[src/rtl/my_pkg.sv]
// Shared types and defaults for the store buffer.
package my_pkg;

  localparam int unsigned SB_DEPTH = 4;

  typedef struct packed {
    logic [29:0] waddr;
    logic [3:0]  be;
    logic [31:0] data;
  } sb_entry_t;

endpackage

[src/rtl/store_buffer.sv]
// Circular FIFO of byte-masked stores drained to memory, with store-to-load forwarding.
// A free slot keeps be=0, so the head slot's be doubles as the drain request.
module store_buffer
  import my_pkg::*;
#(
  parameter int unsigned DEPTH = SB_DEPTH
) (
  input  logic        clk,
  input  logic        reset,
  input  logic [3:0]  write,
  input  logic [31:0] write_address,
  input  logic [31:0] DATA_out,
  input  logic        read,
  input  logic [31:0] read_address,
  output logic [31:0] DATA_in,
  output logic [3:0]  mem_write,
  output logic [31:0] mem_write_address,
  output logic [31:0] mem_DATA_out,
  input  logic        mem_ready,
  input  logic [31:0] mem_DATA_in,
  output logic        full,
  output logic        overflow
);

  localparam int unsigned PW = $clog2(DEPTH);
  localparam int unsigned CW = PW + 1;

  sb_entry_t [DEPTH-1:0] r_mem;
  logic [PW-1:0]         r_head;
  logic [PW-1:0]         r_tail;
  logic [CW-1:0]         r_count;
  logic                  r_overflow;

  logic      w_enq_req;
  logic      w_full;
  logic      w_deq;
  logic      w_enq;
  logic      w_drop;
  sb_entry_t w_incoming;
  logic      w_unused;

  assign w_unused  = ^{write_address[1:0], read_address[1:0]};

  assign w_enq_req = |write;
  assign w_full    = (r_count == CW'(DEPTH));
  assign w_deq     = (r_count != '0) && mem_ready;
  // A same-cycle dequeue frees the slot a full-buffer store needs.
  assign w_enq     = w_enq_req && (!w_full || w_deq);
  assign w_drop    = w_enq_req && w_full && !w_deq;

  assign w_incoming = '{waddr: write_address[31:2], be: write, data: DATA_out};

  // Overlay buffered stores oldest to youngest, then the in-flight store.
  function automatic logic [31:0] fwd_merge(
    input logic [31:0]           base,
    input sb_entry_t [DEPTH-1:0] ents,
    input logic [PW-1:0]         head,
    input logic [CW-1:0]         count,
    input logic [29:0]           waddr,
    input sb_entry_t             incoming
  );
    logic [31:0]   d;
    logic [PW-1:0] idx;
    d = base;
    for (int k = 0; k < DEPTH; k++) begin
      idx = head + PW'(k);
      if ((CW'(k) < count) && (ents[idx].waddr == waddr)) begin
        for (int b = 0; b < 4; b++) begin
          if (ents[idx].be[b]) d[8*b +: 8] = ents[idx].data[8*b +: 8];
        end
      end
    end
    if ((|incoming.be) && (incoming.waddr == waddr)) begin
      for (int b = 0; b < 4; b++) begin
        if (incoming.be[b]) d[8*b +: 8] = incoming.data[8*b +: 8];
      end
    end
    return d;
  endfunction

  always_comb begin
    DATA_in = mem_DATA_in;
    if (read) begin
      DATA_in = fwd_merge(mem_DATA_in, r_mem, r_head, r_count,
                          read_address[31:2], w_incoming);
    end
  end

  always_ff @(posedge clk) begin
    if (reset) begin
      r_head     <= '0;
      r_tail     <= '0;
      r_count    <= '0;
      r_overflow <= 1'b0;
      for (int i = 0; i < DEPTH; i++) r_mem[i].be <= '0;
    end else begin
      if (w_deq) begin
        r_mem[r_head].be <= '0;
        r_head           <= r_head + PW'(1);
      end
      // When full, tail equals head; the new store overrides the clear above.
      if (w_enq) begin
        r_mem[r_tail] <= w_incoming;
        r_tail        <= r_tail + PW'(1);
      end
      case ({w_enq, w_deq})
        2'b10:   r_count <= r_count + CW'(1);
        2'b01:   r_count <= r_count - CW'(1);
        default: r_count <= r_count;
      endcase
      if (w_drop) r_overflow <= 1'b1;
    end
  end

  assign mem_write         = r_mem[r_head].be;
  assign mem_write_address = {r_mem[r_head].waddr, 2'b00};
  assign mem_DATA_out      = r_mem[r_head].data;
  assign full              = w_full;
  assign overflow          = r_overflow;

endmodule
[config.mk]
export PLATFORM = sky130hd
export DESIGN_NAME = store_buffer
export DESIGN_NICKNAME = d
export VERILOG_FILES = /design/src/rtl/my_pkg.sv /design/src/rtl/store_buffer.sv
export SDC_FILE = /design/constraint.sdc
export NUM_CORES = 1
export LEC_CHECK = 0
export BUFFER_PORTS_ARGS = -buffer_cell sky130_fd_sc_hd__buf_4
export CAP_MARGIN = 40
export CORE_UTILIZATION = 43
export CTS_BUF_LIST = sky130_fd_sc_hd__clkbuf_4 sky130_fd_sc_hd__clkbuf_8
export DETAILED_ROUTE_END_ITERATION = 16
export GPL_TIMING_DRIVEN = 0
export PLACE_DENSITY = 0.72
export SKIP_LAST_GASP = 1
export SYNTH_ARGS = -nofsm -noshare
export SYNTH_HDL_FRONTEND = slang
export SYNTH_SLANG_ARGS = --single-unit
[constraint.sdc]
create_clock -name clk -period 8.12 [get_ports clk]
set_input_delay 2.03 -clock clk [delete_from_list [all_inputs] [get_ports clk]]
set_output_delay 2.03 -clock clk [all_outputs]
set_load 0.1 [all_outputs]
=== Word-level counts from Yosys, hierarchy flattened ===
Cells that the tools add are included.

* Memory bits (writable): 0
* Memories kept: 0
* Register bits: 272
* Memory bits (read-only): 0
* Bits in latches: 0

* Magnitude comparators: 11
* $add $sub $neg: 6
* Div/mod/pow operators: 0
* Reduce and logical (&&, ||, !) cells: 17
* Equal/unequal tests: 8
* $mul: 0
* Bitwise gates (word level): 0
* Multiplexer cells: 45
* Shift-type cells: 0

{| class="wikitable"
|+ Operators with widths
! cell !! number
|-
| $mux W264 || 3
|-
| $bmux W66 S2 || 4
|-
| $bwmux W264 || 2
|-
| $mux W66 || 5
|-
| $demux W66 S2 || 2
|-
| $mux W32 || 7
|-
| $mux W8 || 20
|-
| $eq A30 B30 Y1 || 5
|-
| $mux W36 || 1
|-
| $lt A2 B3 Y1 const B || 5
|-
| $logic_and A1 B1 Y1 || 11
|-
| $lt A1 B3 Y1 const A || 2
|-
| $lt A2 B3 Y1 const A || 2
|-
| $pmux W3 S2 || 1
|-
| $add A2 B1 Y2 const B || 2
|-
| $add A2 B2 Y2 const B || 2
|-
| $ge A2 B1 Y1 const B || 2
|-
| $reduce_or A4 Y1 || 1
|-
| $add A3 B1 Y3 const B || 1
|-
| $eq A3 B3 Y1 const B || 1
|-
| $reduce_bool A3 Y1 || 1
|-
| $sub A3 B1 Y3 const B || 1
|-
| $eq A2 B1 Y1 const B || 1
|-
| $eq A2 B2 Y1 const B || 1
|-
| 3 further kinds || 4
|}

=== Longest topological paths before layout ===
* Word-level depth: 15
* Depth in mapped cells: 27
* Mapped depth without buffers: 11

=== Least setup slack after synthesis ===
Ideal clock, no wire load.

* Path type: reg-to-output
* Start point: register r_head[0]
* End point: output port DATA_in[16]
* Path slack: -203 ps
* Path buffers: 15
* Cell stages (with the launch flop): 27
* Data arrival time: 6293 ps
* Cells stage by stage: dfxtp_1 -> buf_6 -> buf_6 -> buf_8 -> buf_6 -> buf_6 -> buf_6 -> buf_6 -> buf_4 -> buf_2 -> buf_2 -> buf_2 -> inv_1 -> ha_1 -> buf_2 -> buf_2 -> buf_1 -> mux4_2 -> xnor2_1 -> nand2_1 -> a2111oi_0 -> nand4_1 -> a2111o_1 -> buf_2 -> o21a_1 -> o21a_1 -> a32oi_2

* Word-level cells in the longest chain between the ends: 15
* Elaborated cells between the ends (all ways): 31
* Those cells by class: add/sub (3); eq/ne (4); mux (20); reduce/logical (4)

{| class="wikitable"
|+ RTL lines
! item !! line !! text
|-
| from (decl) || store_buffer.sv:29 || <nowiki>logic [PW-1:0] r_head;</nowiki>
|-
| from (signal assigned) || store_buffer.sv:99 || <nowiki>r_head <= r_head + PW'(1);</nowiki>
|-
| $bmux W66 S2 || store_buffer.sv:67, store_buffer.sv:69 ||
|-
| $mux W66 || n/a ||
|-
| $eq A30 B30 Y1 || store_buffer.sv:67 || <nowiki>if ((CW'(k) < count) && (ents[idx].waddr == waddr)) begin</nowiki>
|-
| $logic_and A1 B1 Y1 || store_buffer.sv:67 ||
|-
| $mux W32 || store_buffer.sv:67 ||
|-
| $mux W32 || store_buffer.sv:83 || <nowiki>if (read) begin</nowiki>
|-
| $mux W8 || store_buffer.sv:69 || <nowiki>if (ents[idx].be[b]) d[8*b +: 8] = ents[idx].data[8*b +: 8];</nowiki>
|-
| $mux W32 || store_buffer.sv:67 ||
|-
| $mux W8 || store_buffer.sv:69 ||
|-
| $mux W32 || store_buffer.sv:67 ||
|-
| $mux W8 || store_buffer.sv:69 ||
|-
| $mux W32 * || store_buffer.sv:67 ||
|-
| $mux W8 || store_buffer.sv:75 || <nowiki>if (incoming.be[b]) d[8*b +: 8] = incoming.data[8*b +: 8];</nowiki>
|-
| $mux W32 * || store_buffer.sv:73 || <nowiki>if ((|incoming.be) && (incoming.waddr == waddr)) begin</nowiki>
|-
| $mux W32 * || store_buffer.sv:83 ||
|-
| to (decl) || store_buffer.sv:15 || <nowiki>output logic [31:0] DATA_in,</nowiki>
|}

Mark *: on every way between the ends. The rest lies on a longest branch, timed or not. The select of a mux whose other input is x is not followed.

=== Worst setup path after layout ===
* Start point: input port read_address[3]
* End point: output port DATA_in[31]

* Word-level cells in the longest chain between the ends: 13
* Elaborated cells between the ends (all ways): 21
* Those cells by class: eq/ne (5); mux (11); reduce/logical (5)

{| class="wikitable"
|+ RTL lines
! item !! line !! text
|-
| from (decl) || store_buffer.sv:14 || <nowiki>input logic [31:0] read_address,</nowiki>
|-
| $eq A30 B30 Y1 || store_buffer.sv:67 ||
|-
| $logic_and A1 B1 Y1 || store_buffer.sv:67 ||
|-
| $mux W32 || store_buffer.sv:67 ||
|-
| $mux W32 || store_buffer.sv:83 ||
|-
| $mux W8 || store_buffer.sv:69 ||
|-
| $mux W32 || store_buffer.sv:67 ||
|-
| $mux W8 || store_buffer.sv:69 ||
|-
| $mux W32 || store_buffer.sv:67 ||
|-
| $mux W8 || store_buffer.sv:69 ||
|-
| $mux W32 || store_buffer.sv:67 ||
|-
| $mux W8 || store_buffer.sv:75 ||
|-
| $mux W32 * || store_buffer.sv:73 ||
|-
| $mux W32 * || store_buffer.sv:83 ||
|}

Marked as above.

==> impl_metrics.csv <==
group,metric,value,unit
sta,hold_viol,0,
sta,slew_headroom,34.49,%
routing,vias,21140,
clocking,clkSlewWorstSetupHoldPaths,0.06,ns
synthesis,yosys_most_used_dff,"edfxtp_1",
pwr,powerDensity,325.3,mW/mm^2
placed_design,dp_hpwl,75.10,mm
clocking,cts.sinks,272,
layout,fin_nets,2562,
placed_design,pre_cts_slack,-2.643,ns
pwr,p_leak,9.899,nW
synthesis,synth_most_common_cell,"and3_1",
global_routing,grt_first_pass_wirelength,141.1,mm
clocking,clock_latency,0.67,ns
layout,post-route-util,53.41,%
synthesis,synth.distinct_cells,78,
floorplan,rows,81,
run_status,status,"complete, but fails checks",
layout,final.fill_count,4391,
routing,drc,0,
clocking,root_buffer,"clkbuf_8",
global_routing,gr-total-overflow,0,
run_status,violations,"negative setup slack",
placed_design,gp_congestion,1.040,
routing,dr.pass1.iters,8,
routing,vias_per_cell,6.772,
global_routing,grt_max_degree,24,
setup_path,path_max_fanout,8,
layout,layout-drive-gt1-share,23.80,%
clocking,cts_htree_levels,2,
setup_path,crit_type,"input pin to output pin",
synthesis,yosysTopAreaCellShare,35.02,%
synthesis,synth_area_leader_cell,"edfxtp_1",
sta,timing.final.crit_share,100.5,%
sta,tightest_slew,0.9826,ns
layout,synthToLayoutAreaGrowth,22.69,%
setup_path,cp-end-kind,"output pin",
clocking,clk_path_buf_depth,3,
synthesis,avgSynthCellArea,10.05,sq um
global_routing,antenna_found_initial,5,
routing,drtAntennaViolNets,0,
floorplan,floorplan.initialDensity,43.53,%
sta,skew,0.02773,ns
sta,fin_ws,-0.04455,ns
floorplan,die_x,224.4,microns
synthesis,yosysWarnings,0,
layout,fin_cells,3121,
sta,rsz0062_at_grt,"no",
global_routing,grt_pass1_vias,19990,
layout,stdcell_area,0.02609,sq mm
synthesis,yosysSeqAreaShare,37.28,%
clocking,tritoncts,"done",
floorplan,die_y,224.4,microns
placed_design,placedCellCount,3019,
sta,min_period,8.165,ns
synthesis,ys_seq_elements,272,
floorplan,pin_count,238,
sta,slew_viol_final,0,
floorplan,design.core.area,0.04885,sq mm
placed_design,io_buffers,204,
synthesis,synth-async-reset-ratio,0,%
sta,setup_violations,1,
setup_path,required,6.09,ns
floorplan,die-area,0.05034,sq mm
global_routing,grt_use_total,39.09,%
routing,drtIter0Drc,3300,
setup_path,startpoint_type,"input pin",
pwr,ir_worst_vdd,285.3,uV
run,cap_violations,0,
synthesis,syn_area,0.02126,sq mm
placed_design,dpl_cell_area,0.02445,sq mm
sta,timing.fmax,0.1225,GHz
min_path,hold_path.class,"register to register",
pwr,power,8.486,mW
clocking,ctsHoldBuffers,0,
routing,post_drt_wl_per_cell,32.16,microns
synthesis,synth_area_leaders,"edfxtp_1 35%, mux2i_1 8.9%, and3_1 7.4%",
setup_path,cp.arrival,6.13,ns
synthesis,synth_commonest_cells,"253 x and3_1, 248 x edfxtp_1, 190 x mux2i_1",
synthesis,synth-edff-count,248,
synthesis,synth_cells,2116,
clocking,numCtsBuffers,49,
routing,totalWireLength,100.4,mm
-- flip-flops by register name (all words and copies together), names as in the netlist --
| register | count |
|---|---|
| r_head | 2 |
| r_tail | 2 |
| r_mem | 264 |
| r_count | 3 |
| overflow | 1 |
-- logic make-up (layout without fill, tap and decap cells) --
family	Yosys count	count (layout)	synth area share, %
and+or+nand+nor	721	721	17.81
muxes	351	351	19.96
DFF	272	272	37.28
xor gates and xnor gates	129	129	5.313
adders and majority gates	13	13	0.7649
AOI/OAI and AO/OA	397	397	14.03
other	1	9	0.01764
buffers and inverters	232	565	4.819
-- per-layer routing --
layer  share of wire (%)  track usage [%]
met2                  43            57.37
met3                  13            8.988
met4                 4.9            17.34
met1                  40            54.81
met5               0.013                0
-- layout make-up --
| class | count | area (sq um) | area share [%] |
|---|---|---|---|
| Timing Repair Buffer | 254 | 2427 | 9.304 |
| Inverter | 38 | 142.6 | 0.5467 |
| Clock buffer | 62 | 772.0 | 2.959 |
| Multi-Input combinational cell | 1613 | 12810 | 49.10 |
| Sequential cell | 272 | 7929 | 30.39 |
| Buffer | 185 | 998.5 | 3.827 |
| Antenna cell | 7 | 17.52 | 0.06714 |
| Tap cell | 664 | 830.8 | 3.184 |
| Clock inverter | 26 | 162.7 | 0.6234 |
-- worst max-delay path: stages --
cell	delay (ns)
clkbuf_2	0.31
inv_1	0.25
o2bb2ai_1	0.27
a221oi_1	0.44
or4b_1	0.47
or4_1	0.58
buf_6	0.23
nor3_4	0.44
mux2_1	0.38
o211ai_1	0.28
a32oi_4	0.21
buf_12	0.21
-- report_power, final --
part	internal, mW	switching [mW]
Combinational	1.59	3.77
Sequential	1.71	0.0951
Clock	0.659	0.656
Total	3.96	4.52
-- per-stage QoR --
| stage | hold WS (ns) | TNS [ns] |
|---|---|---|
| floorplan | 0.4563 | 0 |
| global placement | 0.4673 | -384.68 |
| detailed placement | 0.4738 | -78.29 |
| CTS | 0.4829 | -0.08886 |
| global route | 0.5046 | 0 |
| finish | 0.4822 | -0.04455 |
-- cells in the final DEF (no fill, tap or decap), types with 47 or more instances in the layout --
cell and count:
and3_1 253, edfxtp_1 248, buf_4 206, mux2i_1 190, nand2_1 171, nor2_1 122
clkbuf_1 115, xnor2_1 78, a21oi_1 77, mux2_2 75, o211ai_1 64, clkbuf_8 49
nor3_1 47
-- what timing repair did --
item | 4_1_cts | 5_1_grt
buffers inserted | 10 | 5
pin swaps | 7 | 5
endpoints found under the setup margin | 32 | 32
endpoints found under the hold margin | 0 | 0
gates cloned | 1 | 0
resized for setup | 125 | 19
-- final timing paths --
check,startpoint,end,slack (ns),depth (start not counted)
worst max-delay path,read_address[3],DATA_in[31],-0.04,12
worst min-delay path,r_mem[231],r_mem[231],0.48,2
worst max register to register,r_head[0],r_head[1],3.45,20
worst min register to register,r_mem[231],r_mem[231],0.48,2
No activity file was read; power rests on OpenSTA's default activity.
